File: config.mk
export PLATFORM = sky130hd
export DESIGN_NAME = d_ext_arbiter
export DESIGN_NICKNAME = d
export VERILOG_FILES = /design/src/rtl/d_ext_arbiter.sv
export SDC_FILE = /design/constraint.sdc
export NUM_CORES = 1
export LEC_CHECK = 0
export CORE_MARGIN = 2
export CORE_UTILIZATION = 36
export CTS_BUF_LIST = sky130_fd_sc_hd__clkbuf_4 sky130_fd_sc_hd__clkbuf_8 sky130_fd_sc_hd__clkbuf_16
export DETAILED_ROUTE_END_ITERATION = 16
export PLACE_DENSITY = 0.91
export SETUP_SLACK_MARGIN = 0.02
export SLEW_MARGIN = 20
export SYNTH_ARGS = -nofsm -noshare
export SYNTH_HDL_FRONTEND = slang
export SYNTH_SLANG_ARGS = --single-unit
File: constraint.sdc
create_clock -name clk -period 3.1 [get_ports clk]
set_input_delay 0.93 -clock clk [delete_from_list [all_inputs] [get_ports clk]]
set_output_delay 0.93 -clock clk [all_outputs]
set_load 0.02 [all_outputs]
File: src/rtl/d_ext_arbiter.sv
// Two-requester round-robin front end for the shared decode-stage immediate extender.
// Drives the extender combinationally from the granted request and registers its result in a one-entry slot.
module d_ext_arbiter #(
  parameter int IMM_W = 16,
  parameter int DAT_W = 32,
  parameter int OP_W  = 2,
  parameter int TAG_W = 4
) (
  input  logic             clk,
  input  logic             reset_n,
  input  logic             req0_valid,
  output logic             req0_ready,
  input  logic [IMM_W-1:0] req0_imm,
  input  logic [OP_W-1:0]  req0_op,
  input  logic [TAG_W-1:0] req0_tag,
  input  logic             req1_valid,
  output logic             req1_ready,
  input  logic [IMM_W-1:0] req1_imm,
  input  logic [OP_W-1:0]  req1_op,
  input  logic [TAG_W-1:0] req1_tag,
  output logic [IMM_W-1:0] ext_in,
  output logic [OP_W-1:0]  ext_op,
  input  logic [DAT_W-1:0] ext_res,
  output logic             out_valid,
  input  logic             out_ready,
  output logic [DAT_W-1:0] out_data,
  output logic [TAG_W-1:0] out_tag,
  output logic             out_src
);

  logic             r_rr_ptr;
  logic             r_out_valid;
  logic [DAT_W-1:0] r_out_data;
  logic [TAG_W-1:0] r_out_tag;
  logic             r_out_src;

  logic             w_slot_free;
  logic             w_gnt0;
  logic             w_gnt1;
  logic             w_xfer;
  logic [OP_W-1:0]  w_op_sel;
  logic [TAG_W-1:0] w_tag_sel;

  // Slot accepts a new result when empty or being drained this same cycle.
  assign w_slot_free = !r_out_valid || out_ready;

  assign w_gnt0 = w_slot_free && req0_valid && (!req1_valid || !r_rr_ptr);
  assign w_gnt1 = w_slot_free && req1_valid && (!req0_valid ||  r_rr_ptr);
  assign w_xfer = w_gnt0 || w_gnt1;

  assign req0_ready = w_gnt0;
  assign req1_ready = w_gnt1;

  always_comb begin
    ext_in    = '0;
    w_op_sel  = '0;
    w_tag_sel = '0;
    if (w_gnt0) begin
      ext_in    = req0_imm;
      w_op_sel  = req0_op;
      w_tag_sel = req0_tag;
    end else if (w_gnt1) begin
      ext_in    = req1_imm;
      w_op_sel  = req1_op;
      w_tag_sel = req1_tag;
    end
  end

  // Reserved mode (all ones) falls back to sign extension.
  assign ext_op = (w_op_sel == {OP_W{1'b1}}) ? OP_W'(1) : w_op_sel;

  always_ff @(posedge clk or negedge reset_n) begin
    if (!reset_n) begin
      r_rr_ptr    <= 1'b0;
      r_out_valid <= 1'b0;
      r_out_data  <= '0;
      r_out_tag   <= '0;
      r_out_src   <= 1'b0;
    end else if (w_xfer) begin
      r_rr_ptr    <= ~w_gnt1;
      r_out_valid <= 1'b1;
      r_out_data  <= ext_res;
      r_out_tag   <= w_tag_sel;
      r_out_src   <= w_gnt1;
    end else if (out_ready) begin
      r_out_valid <= 1'b0;
    end
  end

  assign out_valid = r_out_valid;
  assign out_data  = r_out_data;
  assign out_tag   = r_out_tag;
  assign out_src   = r_out_src;

endmodule

Yosys cells after proc, flatten, opt, wreduce, memory -nomap -nowiden. Cells that the tools add are included.

Register bits: 39. Output and inout port bits: 58. Logic and storage cells: 29.

Eq/ne operators: 1. Mux-type cells: 9. Bitwise logic cells: 1. Reductions and logical operators: 13.

Operators by type and width (number): $mux 16 (2); $mux 4 (2); $mux 2 (3); $logic_and 1x1->1 (4); $logic_not 1->1 (4); $logic_or 1x1->1 (4); $eq 2x2->1 const B (1); $mux 1 (2); $reduce_bool 2->1 (1); $not 1->1 (1).

Logic depth before layout (Yosys ltp).
Depth after elaboration: 8. Gate-level depth with buffers: 5.

Worst setup path after synthesis. OpenSTA, ideal clock, no wires.

Path type: input -> output. Start: input port req0_valid. End: output port ext_op[1]. Data arrival time: 1.817 ns. Path slack: 0.353 ns. Stages on the path: 3. Path buffers: 0. Cell sequence: a21boi_4 mux2i_1 a211oi_1.

Word-level cells in the longest chain between the ends: 7. Elaborated cells between the ends (all ways): 9.

Ends and longest elaborated chain: start, declared (RTL line 11) `input logic req0_valid,`; $logic_not 1->1 (RTL line 48) `assign w_gnt1 = w_slot_free && req1_valid && (!req0_valid || r_rr_ptr);`; $logic_or 1x1->1 (RTL line 48); $logic_and 1x1->1 (RTL line 48); $mux 2 (RTL line 62) `end else if (w_gnt1) begin`; $mux 2 * (RTL line 58) `if (w_gnt0) begin`; $eq 2x2->1 (RTL line 70) `assign ext_op = (w_op_sel == {OP_W{1'b1}}) ? OP_W'(1) : w_op_sel;`; $mux 2 * (RTL line 70); end, declared (RTL line 22) `output logic [OP_W-1:0] ext_op,`.

Mark *: on every way between the ends. The rest lies on a longest branch, timed or not.

Worst setup path after layout.
Start: input port req0_valid. End: output port ext_in[5].

Word-level cells in the longest chain between the ends: 5. Elaborated cells between the ends (all ways): 7.

Ends and longest elaborated chain: $logic_not 1->1 (RTL line 48); $logic_or 1x1->1 (RTL line 48); $logic_and 1x1->1 (RTL line 48); $mux 16 (RTL line 62); $mux 16 * (RTL line 58); end, declared (RTL line 21) `output logic [IMM_W-1:0] ext_in,`.

Marks and branches as above.

==> summary.md <==
| Metric | Value |
|---|---|
| Clk_lat worst skew | between 0.2 and 0.3 ns |
| Number of buffers and inverters on the critical path | 5 |
| Final max-slew violation count | 0 |
| Hold Path Sink | out_data[28]$_DFFE_PN0P_ |
| Post-detail-place hpwl | between 3000 and 4000 um |
| Initial core utilization | 37.40% |
| TritonCTS clock tree | yes |
| Maximum number of pins on one net before global-route repair | 40 |
| Port bufs | approximately 140 |
| Worst slew margin relative to its limit | 42.64% |
| Mux cell area share after synthesis | 20.96% |
| Kind of end point of the critical path | output pin |
| Chip Width | between 70 and 80 um |
| Final worst hold slack | just under 0.5 ns |
| Routed length per placed instance | roughly 14 um |
| Number of filler cells placed in the layout | between 300 and 400 |
| Worst reg2reg path depth | 5 |
| Total number of placement rows | 25 |
| Top delay family on crit path | buffers and inverters |
| Synthesized-area fraction occupied by adder cells | 0% |
| Routed wire length | between 4000 and 5000 um |
| GPL Wtd Cong | about 0.73 |
| Summed instance area of the synthesized netlist | between 0.0015 and 0.002 mm^2 |
| Clock net sink count | 39 |
| Total iterations of the first detailed-routing run | 4 |
| CTS hold repair buffers | 0 |
| Max IR drop VDD | around 0.00028 V |
| Final core occ | a little under three quarters |
| Final Critical Period | between 3 and 4 ns |
| Flip-flop and latch count after synthesis | 39 |
| N_diodes | 0 |
| Number of antenna violations at the first check in global routing | 0 |
| Mean instance size in the synthesized netlist | 14.85 um^2 |
| Startpoint-to-endpoint class of the critical path | input pin to output pin |
| R2R Setup Slk | about 1.6 ns |
| XOR/XNOR share of the synthesized area | 0% |
| GR met3 Demand/Resource | under 10% |
| R2r startpoint | out_valid$_DFFE_PN0P_ |
| Met2 track demand over resource | between 30% and 40% |
| Multi-input gate area | 714.4 um^2 |
| Max Fanout on Critical Path | 11 |
| Required time worst endpoint | ~2.2 ns |
| CTS Buf Count | 5 |
| Global Route Usage Sum | a little under a fifth |
| Max-capacitance violation count | 0 |
| Worst slew pin tran | approximately 0.86 ns |
| WHS Path Cells | 1 |
| Area of the placeable core | around 0.0047 mm^2 |
| Hold path start | out_data[28]$_DFFE_PN0P_ |
| Final Hold Violating Endpoints | 0 |
| Met1 layer usage reported by global route | a little under a quarter |
| Setup TNS | 0 ns |
| Footprint of the flip-flops and latches | approximately 980 um^2 |
| Endpoints failing setup | 0 |
| Worst reg2reg path endpoint | out_data[0]$_DFFE_PN0P_ |
| Worst Setup Start Kind | input pin |
| DR iter-0 viols | 60 |
| Seq/Total Area, Yosys | between 50% and 60% |
| CTS H-Tree Depth | 2 |
| Critical path, cell by cell | dlygate4sd2_1 -> buf_6 -> a211oi_4 -> buf_4 -> buf_12 -> a22o_1 -> buf_2 |
| Fraction of the mapped netlist area in compound gates | approximately 14% |
| Hold/Removal Path Class | flop to flop |
| Via total after detailed routing | between 1500 and 2000 |
| Pwr/cell area | around 460 mW/mm^2 |
| Share of the cycle needed by the critical path after routing | approximately 98% |
| Run status | complete, no violations |
| CTS Buffer Depth | 2 |
| Standard cell with the maximum stage delay on the critical path | sky130_fd_sc_hd__dlygate4sd2_1 |
| Mean number of vias per cell | 4.622 |
| Layer carrying the most global-route usage | met2 |
| Clock skew | around 0.0062 ns |
| Antenna viol nets, final | 0 |
| Gate count after technology mapping | 119 |
| Fraction of layout instances using a drive strength above 1 | between 10% and 20% |
| Number of remaining DRC errors | 0 |
| Largest family of logic cells by synthesized area | multiplexers |
| Gr ovfl total | 0 |
| Number of nets in the finished design | ~350 |
| Leakage | between 1 and 1.5 nW |
| Global-route wire length before repair | between 7000 and 8000 um |
| Cell chosen for the clock root | sky130_fd_sc_hd__clkbuf_8 |
| Final non-filler cell total | around 340 |
| Highest achievable clock rate | around 330 MHz |
| Number of global-route vias before repair | around 1600 |
| Synthesized-area fraction occupied by and/or/nand/nor cells | a little under 5% |
| Library cells used by synthesis | 23 |
| Synthesis-to-finish area growth | 89.38% |
| Delay of the slowest cell on the worst path | 0.25 ns |
| Vertical die dimension | 74.06 um |
| Number of nets produced by synthesis | 200 |
| Number of warning messages in the yosys log | 0 |
| Io pins | between 100 and 150 |
| Total die area | 0.005484 mm^2 |
| Post-placement cell count | between 300 and 400 |
| Setup repair after global routing missed its margin | false |
| Clock transition time at the flip-flop clock pins of the worst setup and hold paths | 0.07 ns |
| Data arrival time of the critical path | 2.11 ns |
-- worst max path at each step --
stage / from / to / cells after the start
final: req0_valid / ext_in[5] / 7
after CTS: req1_valid / ext_in[11] / 7
after global routing: req0_valid / ext_in[3] / 7
after global placement: out_ready / ext_in[11] / 6
after detailed placement: out_ready / ext_in[11] / 6
after floorplan: req0_valid / ext_op[1] / 3
-- sequential cells by signal (all words and copies together), names as in the netlist --
signal     count
out_valid      1
out_data      32
out_src        1
r_rr_ptr       1
out_tag        4
-- cell usage after synthesis, drive strengths merged --
library cell | n | share of area, %
nor2b | 2 | 1.1
nand2 | 2 | 0.85
mux2 | 32 | 20
mux2i | 1 | 0.57
a21o | 1 | 0.43
a22o | 17 | 8.4
a221o | 4 | 2.3
nand2b | 1 | 0.50
nor2 | 2 | 0.99
dfrtp | 39 | 55
buf | 6 | 3.7
inv | 3 | 0.92
o21ai | 2 | 0.57
and3 | 4 | 1.4
a21boi | 1 | 1.1
a211oi | 2 | 1.6
-- timing repair --
action,in CTS,in global routing
cloned,1,0
gates resized for setup,95,1
pin swaps,3,0
endpoints found under the hold margin,0,0
setup endpoints to repair,20,1
buffers inserted,2,0
-- per-layer routing --
layer,part of all wire [%],routed length (um)
met5,0,0
met4,1.7,84
met3,6.3,309
met2,51,2493
met1,41,2038
-- per-stage QoR --
stage	cell area, um^2	power (W)	setup WS [ns]
finish	3346	0.001554	0.06243
global placement	3264	0.001213	-0.4964
CTS	3344	0.001574	0.09781
detailed placement	3264	0.001228	-0.5453
global route	3346	0.001638	0.02261
floorplan	1767	0.0008872	0.3529
-- cells in the final DEF (no fill, tap or decap), types with 2 or more instances in the layout --
cell type and instances:
sky130_fd_sc_hd__mux2_1 32, sky130_fd_sc_hd__o21ai_1 2, sky130_fd_sc_hd__buf_4 18, sky130_fd_sc_hd__dlygate4sd2_1 3
sky130_fd_sc_hd__buf_2 10, sky130_fd_sc_hd__dfrtp_1 39, sky130_fd_sc_hd__buf_6 4, sky130_fd_sc_hd__clkbuf_4 2
sky130_fd_sc_hd__inv_2 2, sky130_fd_sc_hd__a221o_1 4, sky130_fd_sc_hd__clkbuf_8 5, sky130_fd_sc_hd__a22o_1 17
sky130_fd_sc_hd__and3_1 4, sky130_fd_sc_hd__clkdlybuf4s50_1 114
-- layout make-up --
| cell class | count | area share (%) |
|---|---|---|
| multi-input cells | 71 | 21.35 |
| well taps | 67 | 2.506 |
| flip-flops and latches | 39 | 29.17 |
| clock buffers | 7 | 2.506 |
| inverters | 3 | 0.4862 |
| repair buffers | 153 | 43.83 |
| clock inverters | 1 | 0.1496 |
-- cell families (layout without fill, tap and decap cells) --
group / after synthesis / after routing
AOI/OAI and AO/OA: 27 / 27
buffers and inverters: 9 / 164
DFF: 39 / 39
muxes: 33 / 33
and+or+nand+nor: 11 / 11
-- power by group --
group	switching, W	total (W)	internal, W
Sequential	0.0000394	0.000622	0.000582
Clock	0.000167	0.000342	0.000175
Combinational	0.000260	0.000590	0.000329
Total	0.000466	0.00155	0.00109
No activity file was read; power rests on OpenSTA's default activity.
